<file path="config.mk">
export PLATFORM = sky130hd
export DESIGN_NAME = bcd2bin_seq
export DESIGN_NICKNAME = d
export VERILOG_FILES = /design/src/rtl/bcd2bin_seq_pkg.sv /design/src/rtl/bcd2bin_seq_adj.sv /design/src/rtl/bcd2bin_seq.sv
export SDC_FILE = /design/constraint.sdc
export NUM_CORES = 1
export LEC_CHECK = 0
export ABC_AREA = 1
export BUFFER_PORTS_ARGS = -buffer_cell sky130_fd_sc_hd__buf_4
export CAP_MARGIN = 20
export CELL_PAD_IN_SITES_DETAIL_PLACEMENT = 2
export CELL_PAD_IN_SITES_GLOBAL_PLACEMENT = 2
export CORE_UTILIZATION = 31
export CTS_CLUSTER_DIAMETER = 40
export DETAILED_ROUTE_END_ITERATION = 16
export GPL_TIMING_DRIVEN = 1
export MAX_ROUTING_LAYER = met4
export PLACE_DENSITY = 0.83
export SLEW_MARGIN = 20
export SYNTH_ARGS = -nofsm -noshare
export SYNTH_HDL_FRONTEND = slang
export SYNTH_HIERARCHICAL = 1
export SYNTH_SLANG_ARGS = --single-unit
</file>
<file path="constraint.sdc">
create_clock -name clk -period 1.9 [get_ports clk]
set_input_delay 0.38 -clock clk [delete_from_list [all_inputs] [get_ports clk]]
set_output_delay 0.38 -clock clk [all_outputs]
set_load 0.01 [all_outputs]
</file>
<file path="src/rtl/bcd2bin_seq_pkg.sv">
// Shared constants for the sequential BCD-to-binary converter:
// state encoding and BCD digit thresholds.
package bcd2bin_seq_pkg;

  localparam logic [1:0] ST_IDLE  = 2'd0;
  localparam logic [1:0] ST_SHIFT = 2'd1;
  localparam logic [1:0] ST_DONE  = 2'd2;

  typedef enum logic [1:0] {
    IDLE  = ST_IDLE,
    SHIFT = ST_SHIFT,
    DONE  = ST_DONE
  } state_t;

  localparam int BCD_DIGIT_W = 4;

  localparam logic [BCD_DIGIT_W-1:0] DIGIT_MAX  = 4'd9;
  localparam logic [BCD_DIGIT_W-1:0] ADJ_THRESH = 4'd8;
  localparam logic [BCD_DIGIT_W-1:0] ADJ_VAL    = 4'd3;

endpackage

</file>
<file path="src/rtl/bcd2bin_seq_adj.sv">
// One BCD digit correction for reverse double-dabble:
// a digit that reached 8 or more after the right shift loses 3.
module bcd_digit_adj
  import bcd2bin_seq_pkg::*;
(
  input  logic [BCD_DIGIT_W-1:0] din,
  output logic [BCD_DIGIT_W-1:0] dout
);

  assign dout = (din >= ADJ_THRESH) ? (din - ADJ_VAL) : din;

endmodule

</file>
<file path="src/rtl/bcd2bin_seq.sv">
// Sequential BCD-to-binary converter: reverse double-dabble, one bit per
// clock, valid/ready on both sides, error flag for digits above 9.
module bcd2bin_seq
  import bcd2bin_seq_pkg::*;
#(
  parameter int DIGITS = 4,
  parameter int BIN_W  = 14
) (
  input  logic                          clk,
  input  logic                          rstn,
  input  logic                          in_valid,
  output logic                          in_ready,
  input  logic [BCD_DIGIT_W*DIGITS-1:0] in_bcd,
  output logic                          out_valid,
  input  logic                          out_ready,
  output logic [BIN_W-1:0]              out_bin,
  output logic                          out_err
);

  localparam int BCD_W = BCD_DIGIT_W * DIGITS;
  localparam int CNT_W = $clog2(BIN_W);
  localparam logic [CNT_W-1:0] LAST_STEP = CNT_W'(BIN_W - 1);

  state_t               state;
  logic [BCD_W-1:0]     bcd_work;
  logic [BIN_W-1:0]     bin_work;
  logic [CNT_W-1:0]     step;

  logic [BCD_W+BIN_W-1:0] shifted;
  logic [BCD_W-1:0]       bcd_adj;
  logic [DIGITS-1:0]      digit_bad;
  logic                   in_err;

  // The BCD LSB falls into the binary MSB; digits are corrected after the shift.
  assign shifted = {bcd_work, bin_work} >> 1;

  generate
    for (genvar gi = 0; gi < DIGITS; gi++) begin : g_digit
      bcd_digit_adj u_adj (
        .din  (shifted[BIN_W + gi*BCD_DIGIT_W +: BCD_DIGIT_W]),
        .dout (bcd_adj[gi*BCD_DIGIT_W +: BCD_DIGIT_W])
      );
      assign digit_bad[gi] = in_bcd[gi*BCD_DIGIT_W +: BCD_DIGIT_W] > DIGIT_MAX;
    end
  endgenerate

  assign in_err = |digit_bad;

  always_ff @(posedge clk) begin
    if (!rstn) begin
      state     <= IDLE;
      in_ready  <= 1'b1;
      out_valid <= 1'b0;
      out_bin   <= '0;
      out_err   <= 1'b0;
      step      <= '0;
      bcd_work  <= '0;
      bin_work  <= '0;
    end else begin
      case (state)
        IDLE: begin
          if (in_valid && in_ready) begin
            in_ready <= 1'b0;
            step     <= '0;
            if (in_err) begin
              // out_valid follows one cycle later from DONE
              out_err <= 1'b1;
              out_bin <= '0;
              state   <= DONE;
            end else begin
              out_err  <= 1'b0;
              bcd_work <= in_bcd;
              bin_work <= '0;
              state    <= SHIFT;
            end
          end
        end

        SHIFT: begin
          bcd_work <= bcd_adj;
          bin_work <= shifted[BIN_W-1:0];
          step     <= step + 1'b1;
          if (step == LAST_STEP) begin
            out_bin   <= shifted[BIN_W-1:0];
            out_valid <= 1'b1;
            state     <= DONE;
          end
        end

        DONE: begin
          if (out_valid && out_ready) begin
            out_valid <= 1'b0;
            in_ready  <= 1'b1;
            state     <= IDLE;
          end else begin
            out_valid <= 1'b1;
          end
        end

        default: state <= IDLE;
      endcase
    end
  end

endmodule
</file>
==> impl_metrics.env <==
export IMPL_synth_xor_area_share_pct=1.22
export IMPL_crit_reg2reg_launch="state[1]$_SDFFE_PN0P_"
export IMPL_grtUsageTotal_pct=18.6
export IMPL_postRouteAntennaNets=0
export IMPL_antenna_cells=0
export IMPL_worst_path_max_fanout=12
export IMPL_max_freq_mhz=615
export IMPL_outcome="finished, final reports clean"
export IMPL_p_sw_share_pct=34.5
export IMPL_synth_top_cells_by_area="sky130_fd_sc_hd__dfxtp_1 36%, sky130_fd_sc_hd__nand2_1 18%, sky130_fd_sc_hd__nor2_1 7.5%"
export IMPL_worstHoldStart="out_ready"
export IMPL_synth_adder_area_share_pct=4.36
export IMPL_grt_pass1_wl_microns=14000
export IMPL_pwr_share_seq_pct=47.7
export IMPL_layout_min_cycle_time_ns=1.63
export IMPL_worstPathRequired_ns=2.12
export IMPL_place_port_buffers=36
export IMPL_largest_family_of_logic_cells_by_synthesized_area="simple AND/OR/NAND/NOR gates"
export IMPL_grt_max_degree=30
export IMPL_layout_cells_most_common="sky130_fd_sc_hd__nand2_1"
export IMPL_htreeDepth=2
export IMPL_wire_per_inst_microns=14.2
export IMPL_r2r_setup_slack_ns=0.27
export IMPL_fp_coreArea_sq_um=8850
export IMPL_route_vias_total=2866
export IMPL_leakagePower_uw=0.00158
export IMPL_hold_buffers=0
export IMPL_async_reset_ff_share_pct=0
export IMPL_gpl_final_weighted_congestion=0.755
export IMPL_worst_reg2reg_endpoint="bin_work[5]$_SDFFE_PN0P_"
export IMPL_slew_viol_final=0
export IMPL_netlist_instances=442
export IMPL_chipHeight_microns=98.2
export IMPL_clock_sink_count=52
export IMPL_dp_hpwl_microns=6160
export IMPL_overflow_left_after_global_routing=0
export IMPL_cts_reportedPaths_clkPinSlew_ns=0.10
export IMPL_netlist_cell_type_count=26
export IMPL_core_rowCount=34
export IMPL_worst_hold_path_endpoint="in_ready$_SDFFE_PN1P_"
export IMPL_post_cts_resized_instances=0
export IMPL_cts_repair_timing_setup_buffer_count=0
export IMPL_share_of_the_synthesized_area_in_compound_gates_ao_oa_aoi_oai_pct=11.1
export IMPL_clk_insertion_delay_late_ns=0.32
export IMPL_p_clk_share_pct=26.4
export IMPL_detail_route_drc_violations=0
export IMPL_seqCellArea_sq_um=1040
export IMPL_antenna_violations_before_repair=0
export IMPL_setup_violations=0
export IMPL_floorplan_initialDensity_pct=32.5
export IMPL_path_class="flop to flop"
export IMPL_cts_tree="built"
export IMPL_proportion_of_power_drawn_by_combinational_gates_pct=26.0
export IMPL_drt_vias_per_instance=4.88
export IMPL_synth_area_leader_cell="sky130_fd_sc_hd__dfxtp_1"
export IMPL_r2r_cells=7
export IMPL_synth_area_sq_um=2870
export IMPL_clock_tree_buffer_depth=2
export IMPL_root_buffer="sky130_fd_sc_hd__clkbuf_8"
export IMPL_peakVddDrop_uv=347
export IMPL_holdPathStages=3
export IMPL_timing_max_cap_violations=0
export IMPL_multiInputGateArea_sq_um=1540
export IMPL_syn_mean_instance_area_sq_um=6.50
export IMPL_synth_area_in_simple_gates_pct=36.3
export IMPL_finalCritPeriodShare_pct=85.6
export IMPL_finalWirelength_microns=8320
export IMPL_initialDrtViolationCount=45
export IMPL_ys_seq_area_share_pct=36.3
export IMPL_power_uw=2620
export IMPL_finalNetCount=508
export IMPL_synth_largest_type_area_fraction_pct=36.3
export IMPL_startpoint_type="flop"
export IMPL_ys_seq_elements=52
export IMPL_timing_critical_path_arrival_ns=1.84
export IMPL_most_common_layout_cells="136 x sky130_fd_sc_hd__nand2_1, 57 x sky130_fd_sc_hd__nor2_1, 52 x sky130_fd_sc_hd__dfxtp_1"
export IMPL_rsz0062_at_grt="false"
export IMPL_drive_gt1_share_pct=13.2
export IMPL_synth_enable_flop_cells=0
export IMPL_timing_clock_skew_ns=0.0115
export IMPL_hold_path_class="primary input to flop"
export IMPL_die_width_microns=98.2
export IMPL_yosys_mux_area_fraction_pct=0
export IMPL_worst_setup_path_end_kind="flop"
export IMPL_final_hold_viol_count=0
export IMPL_power_per_cell_area_nw_per_um2=782
export IMPL_slew_headroom_pct=65.9
export IMPL_worst_slew_pin_slew_ns=0.508
export IMPL_num_fill_cells=1091
export IMPL_num_io_pins=37
export IMPL_synth_warning_count=6
export IMPL_final_setup_tns_ns=0
export IMPL_design_die_area_sq_um=9650
export IMPL_drt_pre_antenna_iters=5
export IMPL_synthToLayoutAreaGrowth_pct=16.7
export IMPL_cts_made_buffers=5
export IMPL_netSwitchingPower_uw=903
export IMPL_first_global_vias=2982
export IMPL_p_int_uw=1720
export IMPL_postSynth_topFlopCell="sky130_fd_sc_hd__dfxtp_1"
## cell usage after synthesis (all sizes together), types with 10 or more instances
library cell	instances
dfxtp	52
nand3	26
buf	19
nand3b	18
o21ai	11
inv	48
a21oi	42
nand2	138
nor2	59
ha	10
## area by class of cell
class                           count  share of cell area, %
Tap cell                          108                   4.03
Inverter                           48                   5.38
Clock inverter                      2                  0.448
Sequential cell                    52                   31.1
Clock buffer                        6                   2.46
Multi-Input combinational cell    324                   46.1
Timing Repair Buffer               47                   10.5
## registers in the layout, summed over array words and instances (netlist names)
signal,count
bcd_work,16
step,4
in_ready,1
out_valid,1
out_bin,14
bin_work,13
state,2
out_err,1
## critical path: stages (launching register included)
cell	delay, ns
sky130_fd_sc_hd__dfxtp_1	0.50
sky130_fd_sc_hd__nor2_1	0.07
sky130_fd_sc_hd__nand2_1	0.10
sky130_fd_sc_hd__nand2_1	0.12
sky130_fd_sc_hd__inv_2	0.16
sky130_fd_sc_hd__nand2_1	0.28
sky130_fd_sc_hd__nor2_1	0.22
sky130_fd_sc_hd__nor2_1	0.07
## power by group through the flow
stage	Combinational [uW]	Sequential, uW	Clock, uW
CTS	694	1250	726
detailed placement	687	1280	0
global route	770	1260	769
finish	680	1250	692
floorplan	485	1270	0
global placement	640	1270	0
## per-layer routing
layer	vias up	part of all wire (%)	GRT usage, %
met5	-	0	-
met4	0	1.1	4.82
met3	7	1.2	2.36
li1	1434	-	-
met1	1409	45	21.3
met2	16	53	34.1
## per-stage QoR
stage	setup slack, ns	cells	utilization, %	hold slack, ns	area, sq um
2_1_floorplan	0.509	447	-	0.452	2890
3_3_place_gp	0.222	579	36.8	0.453	3250
3_5_place_dp	0.124	579	36.8	0.459	3250
4_1_cts	0.263	587	37.9	0.338	3350
5_1_grt	0.0913	587	37.9	0.366	3350
6_report	0.273	587	37.9	0.345	3350
## cell families after synthesis
group / after synthesis
and+or+nand+nor: 244
buffers and inverters: 71
AOI/OAI and AO/OA: 60
DFF: 52
adders and majority gates: 10
xor gates and xnor gates: 4
other: 1
## how the worst max path moves through the flow
stage                               endpoint                  start  slack [ns]
floorplan           bcd_work[4]$_SDFFE_PN0P_              in_bcd[6]        0.51
global placement    bcd_work[5]$_SDFFE_PN0P_              in_bcd[2]        0.22
detailed placement  bin_work[5]$_SDFFE_PN0P_              in_bcd[6]        0.12
CTS                 bin_work[5]$_SDFFE_PN0P_  state[1]$_SDFFE_PN0P_        0.26
global route        bin_work[4]$_SDFFE_PN0P_  state[1]$_SDFFE_PN0P_        0.09
finish              bin_work[5]$_SDFFE_PN0P_  state[1]$_SDFFE_PN0P_        0.27
Note: power is estimated with default switching activity, not from simulation.
